[src/rtl/rs_decode_scheduler.sv]
// Round-robin scheduler sharing one toggle-triggered RS(15,9) decoder among NUM_CH requesters.
// Optional busy timeout abort is compiled in with `define RS_SCHED_TIMEOUT_EN.
//   state   | meaning
//   IDLE    | search for a request from rrPtr upward, grant and latch its word
//   ISSUE   | toggle decTrigger, clear settle counter
//   SETTLE  | wait minimum settle window and decoder busy low (or timeout)
//   CAPTURE | sample decoder message, raise resValid, advance rrPtr
//   DELIVER | hold result until resReady
module rs_decode_scheduler #(
  parameter int NUM_CH      = 4,
  parameter int CH_W        = 2,
  parameter int SETTLE_CYC  = 3,
  parameter int TIMEOUT_CYC = 64
) (
  input  logic                   clk,
  input  logic                   rstN,
  input  logic [NUM_CH-1:0]      reqValid,
  output logic [NUM_CH-1:0]      reqReady,
  input  logic [60*NUM_CH-1:0]   reqWord,
  output logic [59:0]            decWordOut,
  output logic                   decTrigger,
  input  logic                   decBusyIn,
  input  logic [35:0]            decMsgIn,
  output logic                   resValid,
  input  logic                   resReady,
  output logic [35:0]            resMsg,
  output logic [CH_W-1:0]        resCh,
  output logic                   resTimeout,
  output logic                   schedBusy
);

  if (NUM_CH < 2 || NUM_CH > 8) begin : gBadNumCh
    $error("NUM_CH must be 2..8");
  end
  if (CH_W != $clog2(NUM_CH)) begin : gBadChW
    $error("CH_W must equal clog2(NUM_CH)");
  end
  if (SETTLE_CYC < 1 || SETTLE_CYC > 15) begin : gBadSettle
    $error("SETTLE_CYC must be 1..15");
  end
  if (TIMEOUT_CYC < 2) begin : gBadTimeout
    $error("TIMEOUT_CYC must be at least 2");
  end

  typedef enum logic [2:0] {IDLE, ISSUE, SETTLE, CAPTURE, DELIVER} stateT;

  localparam logic [3:0] SettleLast = 4'(SETTLE_CYC - 1);

  stateT            state, stateNxt;
  logic [CH_W-1:0]  rrPtr;
  logic [CH_W-1:0]  grantIdx;
  logic [CH_W-1:0]  candIdx;
  logic             grantHit;
  logic [3:0]       cntr;
  logic             settleDone;
  logic             timedOut;
  logic [35:0]      capMsg;
  logic [59:0]      wordArr [NUM_CH];

  for (genvar g = 0; g < NUM_CH; g++) begin : gSlice
    assign wordArr[g] = reqWord[60*g +: 60];
  end

  // First valid channel at or after rrPtr, wrapping at NUM_CH-1.
  always_comb begin
    int cand;
    grantHit = 1'b0;
    grantIdx = '0;
    candIdx  = '0;
    for (int i = 0; i < NUM_CH; i++) begin
      cand = int'(rrPtr) + i;
      if (cand >= NUM_CH) cand = cand - NUM_CH;
      candIdx = CH_W'(cand);
      if (!grantHit && reqValid[candIdx]) begin
        grantHit = 1'b1;
        grantIdx = candIdx;
      end
    end
  end

  always_comb begin
    reqReady = '0;
    if (state == IDLE && grantHit) reqReady[grantIdx] = 1'b1;
  end

  assign settleDone = (cntr >= SettleLast) && !decBusyIn;
  assign schedBusy  = (state != IDLE);

  always_comb begin
    stateNxt = state;
    case (state)
      IDLE:    if (grantHit) stateNxt = ISSUE;
      ISSUE:   stateNxt = SETTLE;
      SETTLE:  if (settleDone || timedOut) stateNxt = CAPTURE;
      CAPTURE: stateNxt = DELIVER;
      DELIVER: if (resReady) stateNxt = IDLE;
      default: stateNxt = IDLE;
    endcase
  end

  always_ff @(posedge clk or negedge rstN) begin
    if (!rstN) begin
      state      <= IDLE;
      rrPtr      <= '0;
      decWordOut <= '0;
      decTrigger <= 1'b0;
      resValid   <= 1'b0;
      resMsg     <= '0;
      resCh      <= '0;
      cntr       <= '0;
    end else begin
      state <= stateNxt;
      case (state)
        IDLE: begin
          if (grantHit) begin
            decWordOut <= wordArr[grantIdx];
            resCh      <= grantIdx;
          end
        end
        ISSUE: begin
          decTrigger <= ~decTrigger;
          cntr       <= '0;
        end
        SETTLE: begin
          // Saturate so an indefinitely busy decoder cannot wrap the window.
          if (cntr != 4'hF) cntr <= cntr + 1'b1;
        end
        CAPTURE: begin
          resMsg   <= capMsg;
          resValid <= 1'b1;
          rrPtr    <= (resCh == CH_W'(NUM_CH - 1)) ? '0 : resCh + 1'b1;
        end
        DELIVER: begin
          if (resReady) resValid <= 1'b0;
        end
        default: ;
      endcase
    end
  end

`ifdef RS_SCHED_TIMEOUT_EN
  localparam int ToW = $clog2(TIMEOUT_CYC);

  logic [ToW-1:0] toCntr;
  logic           toFlag;

  assign timedOut = (state == SETTLE) && decBusyIn && (toCntr == ToW'(TIMEOUT_CYC - 1));
  assign capMsg   = toFlag ? '0 : decMsgIn;

  always_ff @(posedge clk or negedge rstN) begin
    if (!rstN) begin
      toCntr     <= '0;
      toFlag     <= 1'b0;
      resTimeout <= 1'b0;
    end else begin
      if (state == ISSUE) begin
        toCntr <= '0;
        toFlag <= 1'b0;
      end else if (state == SETTLE) begin
        if (timedOut)       toFlag <= 1'b1;
        else if (decBusyIn) toCntr <= toCntr + 1'b1;
      end
      if (state == CAPTURE) resTimeout <= toFlag;
    end
  end
`else
  assign timedOut   = 1'b0;
  assign capMsg     = decMsgIn;
  assign resTimeout = 1'b0;
`endif

endmodule

[config.mk]
export PLATFORM = sky130hd
export DESIGN_NAME = rs_decode_scheduler
export DESIGN_NICKNAME = d
export VERILOG_FILES = /design/src/rtl/rs_decode_scheduler.sv
export SDC_FILE = /design/constraint.sdc
export NUM_CORES = 1
export LEC_CHECK = 0
export CELL_PAD_IN_SITES_DETAIL_PLACEMENT = 0
export CELL_PAD_IN_SITES_GLOBAL_PLACEMENT = 1
export CORE_AREA = 2 2 158 160
export DETAILED_ROUTE_END_ITERATION = 10
export DIE_AREA = 0 0 160 162
export PLACE_DENSITY_LB_ADDON = 0.1
export SLEW_MARGIN = 20
export SYNTH_ARGS = -nofsm -noshare
export SYNTH_HDL_FRONTEND = slang
export SYNTH_SLANG_ARGS = --single-unit
export TNS_END_PERCENT = 5
[constraint.sdc]
create_clock -name clk -period 2.7 [get_ports clk]
set_input_delay 0.54 -clock clk [delete_from_list [all_inputs] [get_ports clk]]
set_output_delay 0.54 -clock clk [all_outputs]
set_load 0.005 [all_outputs]
[Word level (Yosys, flattened, before mapping)]
Cells that the tools add are included.
Cells by class
  equality and inequality tests: 10
  magnitude comparators: 12
  $add $sub $neg: 9
  reduce and logical (&&, ||, !) cells: 18
  muxes and demuxes: 35
  bitwise operators: 2
Operator list (number)
  binary-select mux 60 bit (select 2 bit): 1
  2-to-1 mux 60 bit: 2
  2-to-1 mux 2 bit: 9
  less-than comparator 2 x 3 -> 1 bit, second input constant: 5
  one-hot mux 3 bit (5 select lines): 1
  greater-or-equal comparator 3 bit, second input constant: 4
  2-to-1 mux 1 bit: 10
  2-to-1 mux 3 bit: 3
  binary-select mux 1 bit (select 2 bit): 4
  2-to-1 mux 4 bit: 2
  != test 2 bit, second input constant: 4
  one-hot mux 4 bit (2 select lines): 1
  subtractor 2 x 1 -> 2 bit, second input constant: 4
  adder 2 x 2 -> 3 bit, second input constant: 2
  equality test 3 x 2 -> 1 bit, second input constant: 2
  logical AND 1 bit: 6
  AND reduction 2 bit: 3
  adder 4 x 1 -> 4 bit, second input constant: 1
  greater-or-equal comparator 4 x 2 -> 1 bit, second input constant: 1
  zero test 1 bit: 4
  != test 4 bit, second input constant: 1
  nonzero test 2 bit: 2
  adder 2 x 1 -> 3 bit, second input constant: 1
  equality test 3 x 1 -> 1 bit, second input constant: 1
  12 further kinds: 12
Storage, ports and cells
  input port bits: 284
  logic and storage cells: 94
  register bits: 109
  output and inout bits: 106

[Depth between registers and ports, before layout]
Gate-level depths: netlist of run 1.
  word-level depth: 19
  mapped depth: 7
  gate-level depth less buffers: 6

[Worst setup path after synthesis of run 1]
OpenSTA, ideal clock, no wires.
  path type: reg2out
  from: register state[0]
  to: output reqReady[0]
  path slack: 0.425 ns
  stages on the path, launching flop included: 7
  buffers on the path: 3
  required time: 2.160 ns
  arrival: 1.735 ns
  cell sequence: dfrtp_1 or3_4 or2_1 buf_6 buf_2 buf_2 nor3_1
Between the ends
  word-level cells in the longest chain between the ends: 3
RTL lines
  start, declared: line 49  | stateT state, stateNxt;
  start signal, assigned: line 112  | state <= stateNxt;
  zero test 3 bit: line 83  | if (state == IDLE && grantHit) reqReady[grantIdx] = 1'b1;
  logical AND 1 bit: line 83
  2-to-1 mux 4 bit: line 83
  end, declared: line 18  | output logic [NUM_CH-1:0] reqReady,
Every way passes these cells.

[Final worst setup path of run 1]
  from: register state[1]
  to: output reqReady[0]
The elaborated chain is that of the path after synthesis.

==> results of run 1 <==
[synth_stat cells, drive strengths merged]
cell type	count
ha	3
nand4	1
nand2	4
and2	2
nor3	4
nor2	10
dfrtp	109
conb	1
a21oi	64
o21a	1
xnor2	2
nor3b	60
clkbuf	18
buf	40
a221oi	60
nand3	5
or2	3
nor2b	6
nor4	4
or4b	1
o31ai	1
and3	1
nand3b	1
a211oi	1
mux2	37
xor2	1
a21o	2
nand2b	2
o21ai	5
inv	2
o22ai	60
or3	2
mux2i	60
[logic make-up (layout without fill, tap and decap cells)]
logic type	Yosys count	in the layout
adder cells (fa/ha/maj)	3	3
multiplexers	97	97
flip-flops	109	109
XOR/XNOR	3	3
buffers and inverters	60	449
other	1	1
AND/OR/NAND/NOR	106	106
AO/OA/AOI/OAI	194	194
[worst max-delay path, stage by stage (launching register included)]
cell           delay (ns)
dfrtp_1              0.39
or3_4                0.40
or2_4                0.24
buf_4                0.16
nor3_1               0.20
dlygate4sd2_1        0.28
[per-stage QoR]
stage | cells | hold WS, ns
finish | 1286 | 0.204
floorplan | 573 | 0.244
global route | 1286 | 0.248
global placement | 1264 | 0.476
CTS | 1286 | 0.227
detailed placement | 1264 | 0.469
[layer usage]
layer | GRT usage [%] | routed length (µm)
met4 | 4.18 | 324
met3 | 7.89 | 2570
met1 | 23.9 | 10800
met2 | 37.6 | 14100
met5 | 0 | 0
[how the worst min path moves through the flow]
stage,end,start,cells after the start,slack (ns)
after global placement,decTrigger$_DFFE_PN0P_,decTrigger$_DFFE_PN0P_,1,0.48
after global routing,decWordOut[14]$_DFFE_PN0P_,rstN,1,0.25
after CTS,decWordOut[14]$_DFFE_PN0P_,rstN,1,0.23
after detailed placement,decTrigger$_DFFE_PN0P_,decTrigger$_DFFE_PN0P_,1,0.47
after floorplan,cntr[0]$_DFFE_PN0P_,rstN,0,0.24
final,decWordOut[14]$_DFFE_PN0P_,rstN,1,0.20
[state kept, by name, summed over array words and instances (netlist names)]
signal and flops:
decWordOut 60, resMsg 36, cntr 4, state 3, resCh 2, rrPtr 2, decTrigger 1, resValid 1
[power by group through the flow]
| stage | registers, W | clock network, W | logic [W] |
|---|---|---|---|
| 2_1_floorplan | 0.00294 | 0 | 0.00441 |
| 3_3_place_gp | 0.00292 | 0 | 0.00736 |
| 3_5_place_dp | 0.00297 | 0 | 0.00751 |
| 4_1_cts | 0.00295 | 0.00145 | 0.00752 |
| 5_1_grt | 0.00304 | 0.00152 | 0.00797 |
| 6_report | 0.00294 | 0.00139 | 0.00741 |
[layout make-up]
type | count | area (µm²)
clock buffers | 9 | 225
clock inverters | 7 | 78.8
fillers | 2219 | 12400
inverters | 2 | 7.51
multi-input cells | 404 | 3950
flip-flops and latches | 109 | 2730
well taps | 324 | 405
repair buffers | 431 | 4290
[what timing repair did]
item | 4_1_cts | 5_1_grt
cloned | 0 | 0
endpoints found under the setup margin | 13 | 15
setup buffers | 6 | 0
gates resized for setup | 12 | 9
hold buffers | 0 | 0
hold endpoints to repair | 0 | 0
pin swaps | 2 | 1
[placed cells by master (no fill, tap or decap), types with 3 or more instances in the layout]
cell type        instances
nor2_1                   9
nand2_1                  4
o22ai_2                 59
dlygate4sd2_1            5
a221oi_2                49
inv_6                    3
a221oi_1                11
clkbuf_16                9
buf_12                   8
nor3_1                   3
a21oi_1                 35
nor4_4                   3
buf_4                   35
ha_1                     3
o21ai_0                  4
mux2i_1                 60
nor2b_1                  3
nand3_1                  5
nor3b_1                 60
clkdlybuf4s50_1        379
dfrtp_1                109
mux2_2                  37
a21oi_2                 29
==> out/results.txt, run 1 <==
RR Endpoint = decWordOut[3]$_DFFE_PN0P_
Post-synthesis mux area share = 14.6%
Comb pwr share = 63.1%
Compound-gate portion of the synthesized area = 29.8%
Power per Cell Area = 1000 mW/mm²
Cell area after layout = 0.0117 mm²
Slew Viols, Final = 0
GRT overflow = 0
DRT Pass-1 Iters = 4
Max transition margin = 47.5%
Fin crit share = 94.8%
Final Hold Vio Count = 0
Largest cells by area after synthesis = dfrtp_1, o22ai_2, a221oi_2
GP Congestion = 0.865
Sw power = 0.00483 W
Layout Nets = 1,244
Largest net degree at the start of global routing = 68
Final setup fails = 0
Cells after Synth = 573
Residual DRC = 0
Switching share of power = 41.1%
Clk buf depth = 2
Share of cells above drive strength 1 = 26.1%
TNS Setup = 0 ns
Vias = 6,519
Maxcap violations = 0
Synth top area share = 39.3%
DP Worst Slack = -0.420 ns
Crit path launch type = flop
WS Path Type = reg2out
Routed wire length per instance = 21.7 µm
Adder-cell share of the synthesized area = 0.540%
Num ports = 390
CP arrival = 2.02 ns
Cell Rows = 57
Detailed Place HPWL = 20.6 mm
Diode count = 0
Synthesized cell area = 0.00695 mm²
Syn Area/Cell = 12.1 µm²
Vias per inst = 5.07
Clock latency on the worst-skew pair = 0.36 ns
Die Span X = 160 µm
CTS H-tree depth = 3
R2R depth = 8
Clock skew = 0.00972 ns
Synth cell types = 42
Leakage = 4.67 nW
Synthesized Nets = 860
Seq pwr share = 25.1%
Final wirelength = 27.9 mm
Cell internal pwr = 0.00691 W
Synth Area in Simple Gates = 10.7%
RSZ-0062 raised after global routing = no
Critical Path End Type = output pin
Clock transition at path regs = 0.09 ns
Hold WC Path Type = in2async
Die height = 162 µm
Clk pwr share = 11.8%
Critical Path RT = 2.16 ns
Yosys reg bits = 109
Post-layout util = 48.5%
Critical Path Fanout Max = 4
Total core area = 0.0241 mm²
Max VDD drop = 0.00108 V
Clock period minus worst slack = 2.56 ns
Setup crit end = reqReady[0]
Initial antenna violation count = 0
Post-synth top area cell = dfrtp_1
Root Buffer = clkbuf_16
Area growth, synth to finish = 68.3%
DP Area = 0.0113 mm²
Outcome = finished clean
Number of global-route vias before repair = 7,136
Worst slew pin tran = 0.787 ns
TritonCTS Buffers = 9
First-pass GRT wire length = 42.4 mm
CTS tree = yes
Clock sinks = 109
Crit. Startpoint = state[1]$_DFFE_PN0P_
Reg-to-reg critical path startpoint = rrPtr[0]$_DFFE_PN0P_
Syn. warnings = 0
Main combinational cell family by area after synthesis = compound AO/OA/AOI/OAI gates
Initial core utilization = 28.8%
Tot Pwr = 0.0117 W
Antenna Violating Nets Remaining = 0
Fmax = 0.391 GHz
Final setup margin = 0.141 ns
IO Port Bufs = 388
Die area = 0.0259 mm²
GRT Total Usage = 21.0%
Drt first-iter violations = 211
Sequential-to-total area share from yosys stat = 39.3%
Reg2Reg Setup Slack = 0.37 ns
Post-Synth XOR/XNOR Area = 0.378%
Power figures use the tool's default switching activity.
==> run 2: changes to the inputs <==
--- a/config.mk
+++ b/config.mk
@@ -10,7 +10,7 @@
 export CORE_AREA = 2 2 158 160
 export DETAILED_ROUTE_END_ITERATION = 10
 export DIE_AREA = 0 0 160 162
-export PLACE_DENSITY_LB_ADDON = 0.1
+export PLACE_DENSITY = 0.78
 export SLEW_MARGIN = 20
 export SYNTH_ARGS = -nofsm -noshare
 export SYNTH_HDL_FRONTEND = slang
==> run 2 against run 1 <==
Net effect:
- setup slack got worse by 0.019 ns
- design area down 0.11%
- clock skew is 0.0023 ns higher
- total power increased by 0.13%
- clock power about the same
- combinational power barely moved
- non-clock buffer count shrank 3
- register-to-register slack improved by 0.03 ns
- maximum frequency is 0.75% lower
- sequential cell count stayed put
- utilization is 0.052 points lower
- critical endpoint unchanged
- largest cell class unchanged
- largest power group unchanged
- highest routed layer is now met5
==> out/results.txt, run 2 (synthesized netlist as in run 1, its figures left out) <==
Antenna Violating Nets Remaining = 0
Vias = 6,483
Reg-to-reg critical path startpoint = state[1]$_DFFE_PN0P_
Critical Path End Type = output pin
Initial core utilization = 28.8%
Die height = 162 µm
GRT overflow = 0
Clk buf depth = 2
Non-Filler Instances = 1,284
TritonCTS Buffers = 9
Number of global-route vias before repair = 6,844
Tot Pwr = 0.0118 W
Top reg by flops = decWordOut
Slew Viols, Final = 0
TNS Setup = 0 ns
Fmax = 0.388 GHz
Switching share of power = 40.7%
WS Path Type = reg2out
Clock skew = 0.0120 ns
IO Port Bufs = 388
GR Util met1 = 25.0%
Final wirelength = 26.4 mm
Cell total after placement = 1,266
Max FFs per register = 60
Worst Path Buf+Inv = 2
Crit path launch type = flop
Final setup fails = 0
Clock sinks = 109
Routed wire length per instance = 20.6 µm
Clock latency on the worst-skew pair = 0.35 ns
Top Usage Layer GRT = met2
Worst slew pin tran = 0.628 ns
Commonest non-fill, non-tap cell in the layout = clkdlybuf4s50_1
Met3 usage = 6.10%
Crit. Startpoint = state[1]$_DFFE_PN0P_
Power per Cell Area = 1010 mW/mm²
GRT Total Usage = 20.1%
Initial antenna violation count = 2
Seq pwr share = 25.1%
Comb pwr share = 63.1%
GP Congestion = 0.834
Total core area = 0.0241 mm²
Leakage = 4.64 nW
Share of cells above drive strength 1 = 26.0%
CTS tree = yes
Max transition margin = 58.1%
Clk pwr share = 11.8%
Largest net degree at the start of global routing = 65
Sw power = 0.00479 W
Max VDD drop = 0.000777 V
Biggest regs = decWordOut: 60 flops, resMsg: 36 flops, cntr: 4 flops
Layout Nets = 1,241
Drt first-iter violations = 311
RSZ-0062 raised after global routing = no
Most frequent cells in the layout = clkdlybuf4s50_1, dfrtp_1, nor3b_1, mux2i_1, o22ai_2
Hold Slack = 0.121 ns
Hold WC Path Type = in2async
Critical Path RT = 2.16 ns
Clock transition at path regs = 0.09 ns
CTS H-tree depth = 3
Cell internal pwr = 0.00696 W
Crit path cell chain = or3_4, or2_4, buf_4, nor3_1, clkdlybuf4s15_2
Num ports = 390
DRT Pass-1 Iters = 4
Critical path depth = 5
Slowest cell on the critical path = or3_4
CP arrival = 2.04 ns
First-pass GRT wire length = 40.7 mm
Crit-path max cell delay = 0.39 ns
Root Buffer = clkbuf_16
Final Hold Vio Count = 0
Fin crit share = 95.5%
Outcome = finished clean
Maxcap violations = 0
Die area = 0.0259 mm²
Met2 GRT Util = 34.3%
Crit path max-delay family = simple AND/OR/NAND/NOR gates
Area growth, synth to finish = 68.1%
Critical Path Fanout Max = 4
Vias per inst = 5.05
R2R depth = 8
RR Endpoint = decWordOut[44]$_DFFE_PN0P_
Reg2Reg Setup Slack = 0.40 ns
Residual DRC = 0
Clock period minus worst slack = 2.58 ns
Setup crit end = reqReady[0]
Cell Rows = 57
Detailed Place HPWL = 19.6 mm
Die Span X = 160 µm
-- run 2: cell type report --
cell class	instances	area (µm²)
multi-input cells	404	3940
flip-flops and latches	109	2730
clock inverters	7	78.8
diodes	1	2.50
inverters	2	7.51
fillers	2260	12400
repair buffers	428	4290
well taps	324	405
clock buffers	9	225
-- run 2: how the worst min path moves through the flow --
stage,start,to,slack [ns],cells after the start
6_report,rstN,resCh[0]$_DFFE_PN0P_,0.12,1
5_1_grt,rstN,resCh[0]$_DFFE_PN0P_,0.14,1
4_1_cts,rstN,resCh[0]$_DFFE_PN0P_,0.12,1
3_5_place_dp,resMsg[12]$_DFFE_PN0P_,resMsg[12]$_DFFE_PN0P_,0.49,1
3_3_place_gp,resMsg[12]$_DFFE_PN0P_,resMsg[12]$_DFFE_PN0P_,0.49,1
2_1_floorplan,rstN,cntr[0]$_DFFE_PN0P_,0.24,0
-- run 2: power by group through the flow --
stage                     clock, W  combinational, W  sequential, W
final                      0.00138           0.00742        0.00295
after global routing       0.00149           0.00802        0.00305
after CTS                  0.00145           0.00751        0.00295
after detailed placement         0           0.00749        0.00297
after global placement           0           0.00740        0.00295
after floorplan                  0           0.00441        0.00294
-- run 2: through the flow --
step	utilization [%]	instance area, µm²	setup WS (ns)
2_1_floorplan	-	6950	0.425
3_3_place_gp	47.1	11300	-0.287
3_5_place_dp	47.1	11300	-0.326
4_1_cts	48.4	11700	0.0167
5_1_grt	48.4	11700	0.0159
6_report	48.4	11700	0.121
-- run 2: what timing repair did --
| item | 4_1_cts | 5_1_grt |
|---|---|---|
| endpoints found under the setup margin | 4 | 5 |
| gates resized for setup | 13 | 5 |
| buffers inserted | 1 | 0 |
| pin swaps | 1 | 0 |
| hold buffers | 0 | 0 |
| cloned | 0 | 0 |
-- run 2: layer usage --
layer,wire length (µm),vias to the layer above
li1,-,3007
met1,11200,3189
met2,12800,264
met3,2080,21
met4,341,2
met5,13,-
==> run 3: changes to the inputs <==
--- a/config.mk
+++ b/config.mk
@@ -8,9 +8,11 @@
 export CELL_PAD_IN_SITES_DETAIL_PLACEMENT = 0
 export CELL_PAD_IN_SITES_GLOBAL_PLACEMENT = 1
 export CORE_AREA = 2 2 158 160
+export CTS_CLUSTER_DIAMETER = 200
 export DETAILED_ROUTE_END_ITERATION = 10
 export DIE_AREA = 0 0 160 162
 export PLACE_DENSITY = 0.78
+export REMOVE_ABC_BUFFERS = 1
 export SLEW_MARGIN = 20
 export SYNTH_ARGS = -nofsm -noshare
 export SYNTH_HDL_FRONTEND = slang
==> run 3 against run 2 <==
Net effect:
- first-iteration DRC count down 17%
- global-route usage shrank 0.67 points
- register-to-register slack about the same
- via count is 1.8% lower
- sequential share of layout area grew 0.058 points
- non-clock buffer count down 8
- clock-buffer cell count grew 1
- sequential power is essentially flat
- setup slack got worse by 0.052 ns
- largest cell class unchanged
==> out/results.txt, run 3 (synthesized netlist as in run 1, its figures left out) <==
DP Area = 0.0113 mm²
CTS H-tree depth = 3
Maxcap violations = 0
Most frequent cells in the layout = clkdlybuf4s50_1, dfrtp_1, nor3b_1, mux2i_1, o22ai_2
Cell total after placement = 1,258
Routed wire length per instance = 20.0 µm
GRT Total Usage = 19.4%
Critical Path Fanout Max = 3
Number of global-route vias before repair = 6,687
Num ports = 390
Worst slew pin tran = 0.742 ns
Drt first-iter violations = 257
Crit path cell chain = clkdlybuf4s50_1, nor2b_4, a211oi_2, or2_1, and2_1, dlygate4sd2_1
Detailed Place HPWL = 19.0 mm
Total core area = 0.0241 mm²
Hold Slack = 0.0935 ns
Cell area after layout = 0.0116 mm²
Non-Filler Instances = 1,276
Clock skew = 0.0126 ns
Cell Rows = 57
Leakage = 4.62 nW
Multi-input combinational cell area = 0.00397 mm²
Root Buffer = clkbuf_16
Worst Path Buf+Inv = 2
Critical Path RT = 2.16 ns
Vias per inst = 4.99
Clock latency on the worst-skew pair = 0.35 ns
Crit path launch type = primary input
IO Port Bufs = 388
Slew Viols, Final = 0
Share of cells above drive strength 1 = 25.4%
Residual DRC = 0
Antenna Violating Nets Remaining = 0
CTS tree = yes
Critical Path End Type = output pin
TNS Setup = 0 ns
Clock transition at path regs = 0.09 ns
Crit-path max cell delay = 0.54 ns
Die height = 162 µm
FF/Latch Area = 0.00273 mm²
Final wirelength = 25.6 mm
Filler cell count = 2,279
Biggest regs = decWordOut: 60 flops, resMsg: 36 flops, cntr: 4 flops
GRT overflow = 0
Die Span X = 160 µm
Power per Cell Area = 1000 mW/mm²
Commonest non-fill, non-tap cell in the layout = clkdlybuf4s50_1
DRT Pass-1 Iters = 6
Cts-stage hold buffer count = 0
Clock sinks = 109
Max FFs per register = 60
Final setup fails = 0
Die area = 0.0259 mm²
Max VDD drop = 0.000665 V
Hold WC Path Type = in2async
Slowest cell on the critical path = clkdlybuf4s50_1
WS Path Type = in2out
Tot Pwr = 0.0117 W
Max transition margin = 50.5%
First-pass GRT wire length = 39.4 mm
Vias = 6,369
Top reg by flops = decWordOut
GP Congestion = 0.805
Layout Nets = 1,233
Clock period minus worst slack = 2.63 ns
Clk buf depth = 2
TritonCTS Buffers = 9
RSZ-0062 raised after global routing = no
Final Hold Vio Count = 0
Fin crit share = 97.4%
Largest net degree at the start of global routing = 63
CP arrival = 2.09 ns
Outcome = finished clean
Initial antenna violation count = 1
Initial core utilization = 28.8%
Area growth, synth to finish = 67.7%
Fmax = 0.380 GHz
Crit path max-delay family = buffers and inverters
[run 3: changes by cell type in the layout (fill, tap and decap cells not counted), moves of 2 or more]
cell,before,now
nor2b_1,4,2
nor2b_4,0,3
buf_6,0,2
buf_4,32,21
[run 3: layout make-up]
cell class / instances / share of cell area, %
clock inverters: 6 / 0.548
flip-flops and latches: 109 / 23.4
clock buffers: 10 / 1.97
diodes: 1 / 0.0215
repair buffers: 420 / 36.5
well taps: 324 / 3.48
inverters: 2 / 0.0645
multi-input cells: 404 / 34.0
[run 3: final timing paths]
check                                              to  slack (ns)                   start  cells after the start
min in group clk               decTrigger$_DFFE_PN0P_        0.48  decTrigger$_DFFE_PN0P_                      1
hold / removal             decWordOut[22]$_DFFE_PN0P_        0.09                    rstN                      1
setup / recovery                          reqReady[1]        0.07             reqValid[2]                      6
max in group asynchronous  decWordOut[32]$_DFFE_PN0P_        1.91                    rstN                      2
setup reg to reg           decWordOut[58]$_DFFE_PN0P_        0.41    rrPtr[0]$_DFFE_PN0P_                      7
hold reg to reg                decTrigger$_DFFE_PN0P_        0.48  decTrigger$_DFFE_PN0P_                      1
[run 3: worst register-to-register path, cell delays in order (launching register included)]
cell and delay (ns):
dfrtp_1 0.49, nor2b_4 0.09, nor4_4 0.29, buf_6 0.38, buf_4 0.41, nor3b_1 0.10, a221oi_1 0.27, o22ai_2 0.12
[run 3: power by group]
group          internal [W]  switching [W]
Combinational       0.00392        0.00345
Clock              0.000656       0.000707
Sequential          0.00236       0.000577
Total               0.00694        0.00473
[run 3: layer usage]
metal	share of wire, %	GRT usage [%]
met3	5.5	3.80
met5	0	0
met2	50	34.0
met4	1.7	5.77
met1	42	24.3
[run 3: what timing repair did]
item,in CTS,in global routing
gates resized for setup,16,7
endpoints found under the setup margin,4,30
setup buffers,1,0
pin swaps,2,1
[run 3: per-stage QoR]
stage / util (%) / worst slack [ns]
final: 48.3 / 0.0697
after global routing: 48.3 / 0.00892
after floorplan: - / -4.14
after detailed placement: 46.9 / -0.434
after global placement: 46.9 / -0.431
after CTS: 48.2 / 0.00403
